**src/rtl/hbram_pkg.sv**
```systemverilog
// Shared types and constants for the HyperBus RAM burst executor.
// State encodings and the burst-length counter width live here so the bench and RTL agree.
package hbram_pkg;

    localparam int LEN_W = 11;
    localparam logic [LEN_W-1:0] LEN_MAX = 11'd1024;

    typedef enum logic [2:0] {
        ST_IDLE  = 3'd0,
        ST_CMD   = 3'd1,
        ST_WDATA = 3'd2,
        ST_RDATA = 3'd3,
        ST_DONE  = 3'd4
    } hbram_state_e;

    // True when the beat being accepted is the final one of the burst.
    function automatic logic is_last_beat(input logic [LEN_W-1:0] cnt,
                                          input logic [LEN_W-1:0] len);
        return (LEN_W'(cnt + LEN_W'(1)) == len);
    endfunction

endpackage

```
**src/rtl/hbram_burst_exec.sv**
```systemverilog
// Burst executor: accepts one command in IDLE, issues it to the memory controller,
// then streams write beats from the write FIFO or read beats into the read FIFO.
//
// Handshakes: a transfer happens on a rising edge where valid and ready are both
// high; valid never waits on ready, and command fields hold steady while valid.
// Read beats have no backpressure and are counted even when dropped on a full FIFO.
module hbram_burst_exec
    import hbram_pkg::*;
#(
    parameter int DATA_WIDTH = 32,
    parameter int ADDR_WIDTH = 32
) (
    input  logic                  ram_clock,
    input  logic                  ram_reset_n,
    input  logic                  ram_en,
    input  logic                  ram_rw_ctrl,
    input  logic [ADDR_WIDTH-1:0] ram_addr,
    input  logic [LEN_W-1:0]      burst_len,
    output logic                  operating,
    output logic                  busy,
    output logic                  wfifo_rd_en,
    input  logic [DATA_WIDTH-1:0] wfifo_rd_data,
    input  logic                  wfifo_empty,
    output logic                  rfifo_wr_en,
    output logic [DATA_WIDTH-1:0] rfifo_wr_data,
    input  logic                  rfifo_full,
    output logic                  mem_cmd_valid,
    input  logic                  mem_cmd_ready,
    output logic                  mem_cmd_rw,
    output logic [ADDR_WIDTH-1:0] mem_cmd_addr,
    output logic [LEN_W-1:0]      mem_cmd_len,
    output logic                  mem_wdata_valid,
    input  logic                  mem_wdata_ready,
    output logic [DATA_WIDTH-1:0] mem_wdata,
    input  logic                  mem_rdata_valid,
    input  logic [DATA_WIDTH-1:0] mem_rdata,
    output logic                  rd_ovf_err,
    output logic [2:0]            dbg_state
);

    hbram_state_e          state_q, state_d;
    logic [LEN_W-1:0]      cnt_q, cnt_d;
    logic                  rw_q, rw_d;
    logic [ADDR_WIDTH-1:0] addr_q, addr_d;
    logic [LEN_W-1:0]      len_q, len_d;
    logic                  ovf_q, ovf_d;
    logic                  last_beat;

    assign last_beat = is_last_beat(cnt_q, len_q);

    always_ff @(posedge ram_clock or negedge ram_reset_n) begin
        if (!ram_reset_n) begin
            state_q <= ST_IDLE;
            cnt_q   <= '0;
            rw_q    <= 1'b0;
            addr_q  <= '0;
            len_q   <= '0;
            ovf_q   <= 1'b0;
        end else begin
            state_q <= state_d;
            cnt_q   <= cnt_d;
            rw_q    <= rw_d;
            addr_q  <= addr_d;
            len_q   <= len_d;
            ovf_q   <= ovf_d;
        end
    end

    always_comb begin
        state_d         = state_q;
        cnt_d           = cnt_q;
        rw_d            = rw_q;
        addr_d          = addr_q;
        len_d           = len_q;
        ovf_d           = ovf_q;
        mem_cmd_valid   = 1'b0;
        mem_wdata_valid = 1'b0;
        mem_wdata       = '0;
        wfifo_rd_en     = 1'b0;
        rfifo_wr_en     = 1'b0;
        rfifo_wr_data   = '0;

        case (state_q)
            ST_IDLE: begin
                // A zero-length command is silently dropped.
                if (ram_en && (burst_len != '0)) begin
                    rw_d    = ram_rw_ctrl;
                    addr_d  = ram_addr;
                    len_d   = burst_len;
                    cnt_d   = '0;
                    state_d = ST_CMD;
                end
            end
            ST_CMD: begin
                mem_cmd_valid = 1'b1;
                if (mem_cmd_ready) begin
                    state_d = rw_q ? ST_RDATA : ST_WDATA;
                end
            end
            ST_WDATA: begin
                mem_wdata_valid = ~wfifo_empty;
                mem_wdata       = wfifo_rd_data;
                wfifo_rd_en     = ~wfifo_empty & mem_wdata_ready;
                if (wfifo_rd_en) begin
                    cnt_d = LEN_W'(cnt_q + LEN_W'(1));
                    if (last_beat) begin
                        state_d = ST_DONE;
                    end
                end
            end
            ST_RDATA: begin
                rfifo_wr_en   = mem_rdata_valid & ~rfifo_full;
                rfifo_wr_data = mem_rdata;
                if (mem_rdata_valid) begin
                    cnt_d = LEN_W'(cnt_q + LEN_W'(1));
                    if (rfifo_full) begin
                        ovf_d = 1'b1;
                    end
                    if (last_beat) begin
                        state_d = ST_DONE;
                    end
                end
            end
            ST_DONE: begin
                state_d = ST_IDLE;
            end
            default: begin
                state_d = ST_IDLE;
            end
        endcase
    end

    assign busy         = (state_q != ST_IDLE);
    assign operating    = (state_q != ST_IDLE);
    assign mem_cmd_rw   = rw_q;
    assign mem_cmd_addr = addr_q;
    assign mem_cmd_len  = len_q;
    assign rd_ovf_err   = ovf_q;
    assign dbg_state    = state_q;

endmodule
```
**config.mk**
```make
export PLATFORM = sky130hd
export DESIGN_NAME = hbram_burst_exec
export DESIGN_NICKNAME = d
export VERILOG_FILES = /design/src/rtl/hbram_pkg.sv /design/src/rtl/hbram_burst_exec.sv
export SDC_FILE = /design/constraint.sdc
export NUM_CORES = 1
export LEC_CHECK = 0
export CORE_MARGIN = 3
export CORE_UTILIZATION = 32
export DETAILED_ROUTE_END_ITERATION = 8
export GPL_TIMING_DRIVEN = 1
export PLACE_DENSITY = 0.77
export SYNTH_ARGS = -nofsm -noshare
export SYNTH_HDL_FRONTEND = slang
export SYNTH_SLANG_ARGS = --single-unit
```
**constraint.sdc**
```tcl
create_clock -name ram_clock -period 2 [get_ports ram_clock]
set_clock_uncertainty 0.05 [all_clocks]
set_input_delay 0.3 -clock ram_clock [delete_from_list [all_inputs] [get_ports ram_clock]]
set_output_delay 0.3 -clock ram_clock [all_outputs]
set_load 0.02 [all_outputs]
```
### Yosys cells after proc, flatten, opt, wreduce, memory -nomap -nowiden

Cells that the tools add are included.

* add/sub/neg operators: 1
* eq/ne operators: 8
* mux-type cells: 17
* bitwise logic cells: 4
* reductions and logical operators: 9

Operators with widths (number)
* 32-bit 2-to-1 mux: 2
* 11-bit 2-to-1 mux: 3
* 11-bit case mux with 3 select lines: 1
* 3-bit 2-to-1 mux: 5
* 3-bit case mux with 4 select lines: 1
* 11-bit by 1-bit adder with 11-bit output (second input constant): 1
* 11-bit equality test: 1
* 11-bit nonzero test: 1
* 2-bit != test (second input constant): 4
* 4-bit AND reduction: 2
* 3-bit by 2-bit equality test with 1-bit output (second input constant): 2
* 3-bit nonzero test: 2
* 1-bit 2-to-1 mux: 5
* 3-bit by 1-bit equality test with 1-bit output (second input constant): 1
* 3-bit zero test: 1
* 3-bit AND reduction: 1
* 1-bit AND: 2
* 1-bit NOT: 2
* 2-bit AND reduction: 1
* 1-bit logical AND: 1

* bits in registers: 59
* bits of input ports: 116
* word-level logic and storage cells: 45

### Longest topological paths before layout

Gate-level depths: netlist (run 1).

* depth after elaboration: 5
* gate-level depth with buffers: 6
* gate-level depth less buffers: 6

### Least setup slack after synthesis (run 1)

OpenSTA, ideal clock, no wires.

* path kind: reg-to-reg
* from: register state_q[1], in the netlist dbg_state[1]
* to: register addr_q[10], in the netlist mem_cmd_addr[10]
* library setup time: 0.125 ns
* arrival: 1.861 ns
* required time: 1.825 ns
* setup slack: -0.035 ns
* stages on the path, launching flop included: 5
* buffers on the path: 1
* period minus slack after synthesis: 2.035 ns
* cell sequence: dfrtp_1 -> or4b_1 -> a31oi_4 -> buf_6 -> mux2_2

* cells in the longest elaborated chain, start to end: 2

RTL lines
* start: declaration: line hbram_burst_exec.sv:41 `hbram_state_e state_q, state_d;`
* start signal: assignment: line hbram_burst_exec.sv:60 `state_q <= state_d;`
* 3-bit zero test: line hbram_burst_exec.sv:83 `case (state_q)`
* 2-bit AND reduction (no source line)
* end signal: assignment: line hbram_burst_exec.sv:63 `addr_q <= addr_d;`
* end: declaration: line hbram_burst_exec.sv:44 `logic [ADDR_WIDTH-1:0] addr_q, addr_d;`

Every way passes these cells.
A chain may end at the register's enable or synchronous reset.

### Worst setup path after layout (run 1)

* from: register state_q[0], in the netlist dbg_state[0]
* to: register addr_q[24], in the netlist mem_cmd_addr[24]

The elaborated chain is that of the path after synthesis.

==> results of run 1 <==
==> cell families (layout without fill, tap and decap cells) <==
kind of cell	count (synthesis)	in the layout
mux	44	44
fa+ha+maj	1	1
compound gates	45	45
buf+inv	28	294
flops	59	59
xor+xnor	11	11
simple gates	126	126
==> worst register-to-register path, cell delays in order (launching register included) <==
cell	delay (ps)
dfrtp_2	430
or4b_4	560
a31oi_4	260
buf_12	230
mux2_2	370
==> registers in the layout (all words and copies together) (netlist names) <==
name          cells
mem_cmd_len      11
rd_ovf_err        1
dbg_state         3
mem_cmd_rw        1
cnt_q            11
mem_cmd_addr     32
==> timing repair <==
action | CTS | global route
setup endpoints to repair | 86 | 112
hold endpoints to repair | 6 | 0
hold buffers | 1 | 0
setup buffers | 3 | 3
resized for setup | 238 | 72
cloned | 1 | 1
pin swaps | 0 | 2
==> final cells by class <==
class | count | area (sq um)
Fill cell | 810 | 3730
Timing Repair Buffer | 274 | 2500
Multi-Input combinational cell | 227 | 1730
Sequential cell | 59 | 1480
Tap cell | 133 | 166
Clock buffer | 11 | 151
Clock inverter | 5 | 85.1
Inverter | 4 | 15.0
==> synthesized netlist by cell type, drive strengths merged <==
cell     count  share of area (%)
nor4         5               0.95
nand4b       1               0.27
o31ai        5                1.1
a31oi        2               0.84
a21o         3               0.69
dfrtp       59                 45
o21ai       17                2.6
clkbuf      15                1.7
xnor2        7                1.9
nand2       11                1.3
nand3        5               0.92
nor3         7                1.1
o211ai       1               0.23
or2          1               0.19
mux2        44                 15
nand4        2               0.38
nor2b        6                1.1
o2111ai      1               0.27
nor3b        2               0.46
and4         3               0.80
nor2        11                1.3
xor2         4                1.1
and2         2               0.38
ha           1               0.38
nand2b       1               0.19
or4b         2               0.61
a311o        1               0.31
a22o         1               0.27
a2bb2oi      1               0.27
a31o         1               0.27
a21oi        4               0.61
o32ai        1               0.27
or3          2               0.38
buf          9                2.2
o21a         3               0.69
inv          4               0.46
o41ai        1               0.27
o311a        1               0.31
a211o        1               0.27
a22oi        1               0.23
and3        65                 12
==> routing by layer <==
metal  up-vias  part of all wire, %
li1       1678                    -
met4         2                  1.6
met2       135                   50
met1      1725                   40
met5         -                 0.10
met3        21                  8.3
==> placed cells by master (no fill, tap or decap), types with 4 or more instances in the layout <==
master           count
a21oi_1              4
and3_1              63
buf_12               6
buf_2               41
buf_4               41
buf_6                8
clkbuf_2             6
clkbuf_8            11
clkdlybuf4s15_2      7
clkdlybuf4s50_1    162
dfrtp_1             54
dfrtp_2              5
inv_1                4
mux2_2              37
mux2_4               4
nand2_1             11
nand3_1              4
nor2_1              10
nor2b_1              5
nor3_1               5
nor4_1               4
o21ai_0             15
o31ai_1              5
xnor2_1              7
xor2_1               4
==> report_power, final <==
part	internal, mW	switching, mW	total, mW
sequential	1.42	0.190	1.61
combinational	1.48	1.55	3.03
clock	0.774	0.491	1.26
==> worst max path at each step <==
stage / startpoint / to / slack, ps / cells past startpoint
final: dbg_state[0] / mem_cmd_addr[24] / -6 / 4
after global routing: cnt_q[0] / dbg_state[0] / -60 / 6
after global placement: ram_en / mem_cmd_addr[16] / -280 / 5
after detailed placement: ram_en / mem_cmd_addr[1] / -300 / 5
after CTS: dbg_state[0] / mem_cmd_addr[20] / -4 / 4
after floorplan: dbg_state[0] / mem_cmd_addr[10] / 10 / 4
==> through the flow <==
| stage | total power, mW | setup TNS [ps] | setup WS, ps | cell area (sq um) |
|---|---|---|---|---|
| final | 5.91 | -22.1 | -6.25 | 6130 |
| after global routing | 6.24 | -885 | -61.6 | 6130 |
| after CTS | 5.89 | -13.9 | -4.22 | 6190 |
| after detailed placement | 4.70 | -15240 | -296 | 5960 |
| after global placement | 4.64 | -14120 | -279 | 5960 |
| after floorplan | 3.07 | 0 | 10.4 | 3290 |
==> run_results.csv, run 1 <==
group,metric,value,unit
status,status,"finished with violations",
status,violations,"negative setup slack",
sta,fin_crit_sh,100,%
logic_synthesis,synth_top_family_by_area,"simple AND/OR/NAND/NOR gates",
layout,antenna_cells,0,
setup_path,worst-path-buf-inv,1,
setup_path,reg2reg_depth,4,
global_route,grt_start_max_net_pins,35,
sta,finalCriticalPeriod,2010,ps
detailed_routing,drtAntennaViolNets,0,
setup_path,path_cells,"or4b_4 > a31oi_4 > buf_12 > mux2_2",
setup_path,endpoint_kind,"flip-flop",
detailed_routing,wl_per_cell,18.2,microns
layout,final_cells,713,
clocking,cts-buffers-inserted,9,
setup_path,cp_max_fo,25,
power_and_ir_drop,powerDensity,964,nW/um^2
clocking,cts.clk_slew.worst_paths,70,ps
logic_synthesis,synth_warnings,0,
global_route,first_global_vias,3598,
placed_design,port_buffers,233,
layout,final_util,62.2,%
worst_hold_path,hp-class,"input port to asynchronous set/reset pin",
floorplanning,initial_core_util,33.2,%
flow_run,maxCapViolCount,0,
setup_path,r2r-end,"mem_cmd_addr[24]",
detailed_routing,drc,0,
clocking,cts_tree,"built",
sta,drv_slew,0,
placed_design,gp_congestion,0.953,
logic_synthesis,synthSimpleGateAreaFrac,22.7,%
global_route,overflow,0,
floorplanning,core_area,9860,sq um
global_route,grt_pass1_wl,19700,microns
logic_synthesis,ys_ff_latch,59,
clocking,h-tree-depth,3,
global_route,antenna_found_initial,1,
placed_design,hpwl,9860,microns
clocking,insertion_delay,330,ps
logic_synthesis,synth_fa_ha_area_share,0.382,%
logic_synthesis,avgSynthCellArea,10.4,sq um
floorplanning,dieArea,11500,sq um
logic_synthesis,seq_area_frac_synth,45.0,%
layout,drive_gt1_share,32.2,%
clocking,clk_path_buf_depth,2,
setup_path,crit_path_start_kind,"flip-flop",
logic_synthesis,synth-xor-area-share,2.94,%
setup_path,r2r_slack,-6,ps
global_route,busiest_layer,"met2",
sta,finalSetupViolCount,5,
power_and_ir_drop,irDropWorstVdd,0.000595,V
sta,whs,312,ps
detailed_routing,vias,3561,
setup_path,required,2170,ps
setup_path,worstSetupPathType,"flip-flop to flip-flop",
global_route,grtUsageMet1,27.5,%
logic_synthesis,synth_nets,431,
setup_path,max_stage_delay,560,ps
setup_path,r2r_start,"dbg_state[0]",
global_route,grt_use_met2,35.8,%
sta,rsz0062_at_grt,"true",
setup_path,cp_top_family,"simple AND/OR/NAND/NOR gates",
sta,hold_viol_final,0,
setup_path,crit_slowest_cell,"or4b_4",
detailed_routing,first_pass_iters,5,
sta,maxClockFrequency,0.498,GHz
clocking,clock-sinks,59,
setup_path,arrival,2170,ps
logic_synthesis,synth_cell_types,46,
power_and_ir_drop,p_leak,2.86,nW
logic_synthesis,syn_area,3280,sq um
placed_design,placedCellCount,689,
floorplanning,rows,36,
global_route,use_met3,7.10,%
sta,tightestPinTransition,411,ps
sta,fin_ws,-6.25,ps
detailed_routing,finalWirelength,12900,microns
logic_synthesis,synth_cells,314,
floorplanning,fp.dieH,107,microns
sta,slew_headroom,72.6,%
layout,areaGrowthSynthToFinish,87.0,%
global_route,grt_usage,21.8,%
detailed_routing,drt_iter0_markers,214,
logic_synthesis,synth_compound_area_share,9.50,%
logic_synthesis,synth.area.mux_share,15.1,%
layout,final_nets,692,
floorplanning,die_w,107,microns
clocking,root_buffer,"clkbuf_8",
detailed_routing,via_per_inst,4.99,
floorplanning,ios,234,
Power figures use the tool's default switching activity.
==> inputs of run 2 (changes only) <==
Settings changed: CTS_CLUSTER_DIAMETER set to 200.
==> results of run 2 <==
Final layout, timing and power as in run 1 (identical DEF).
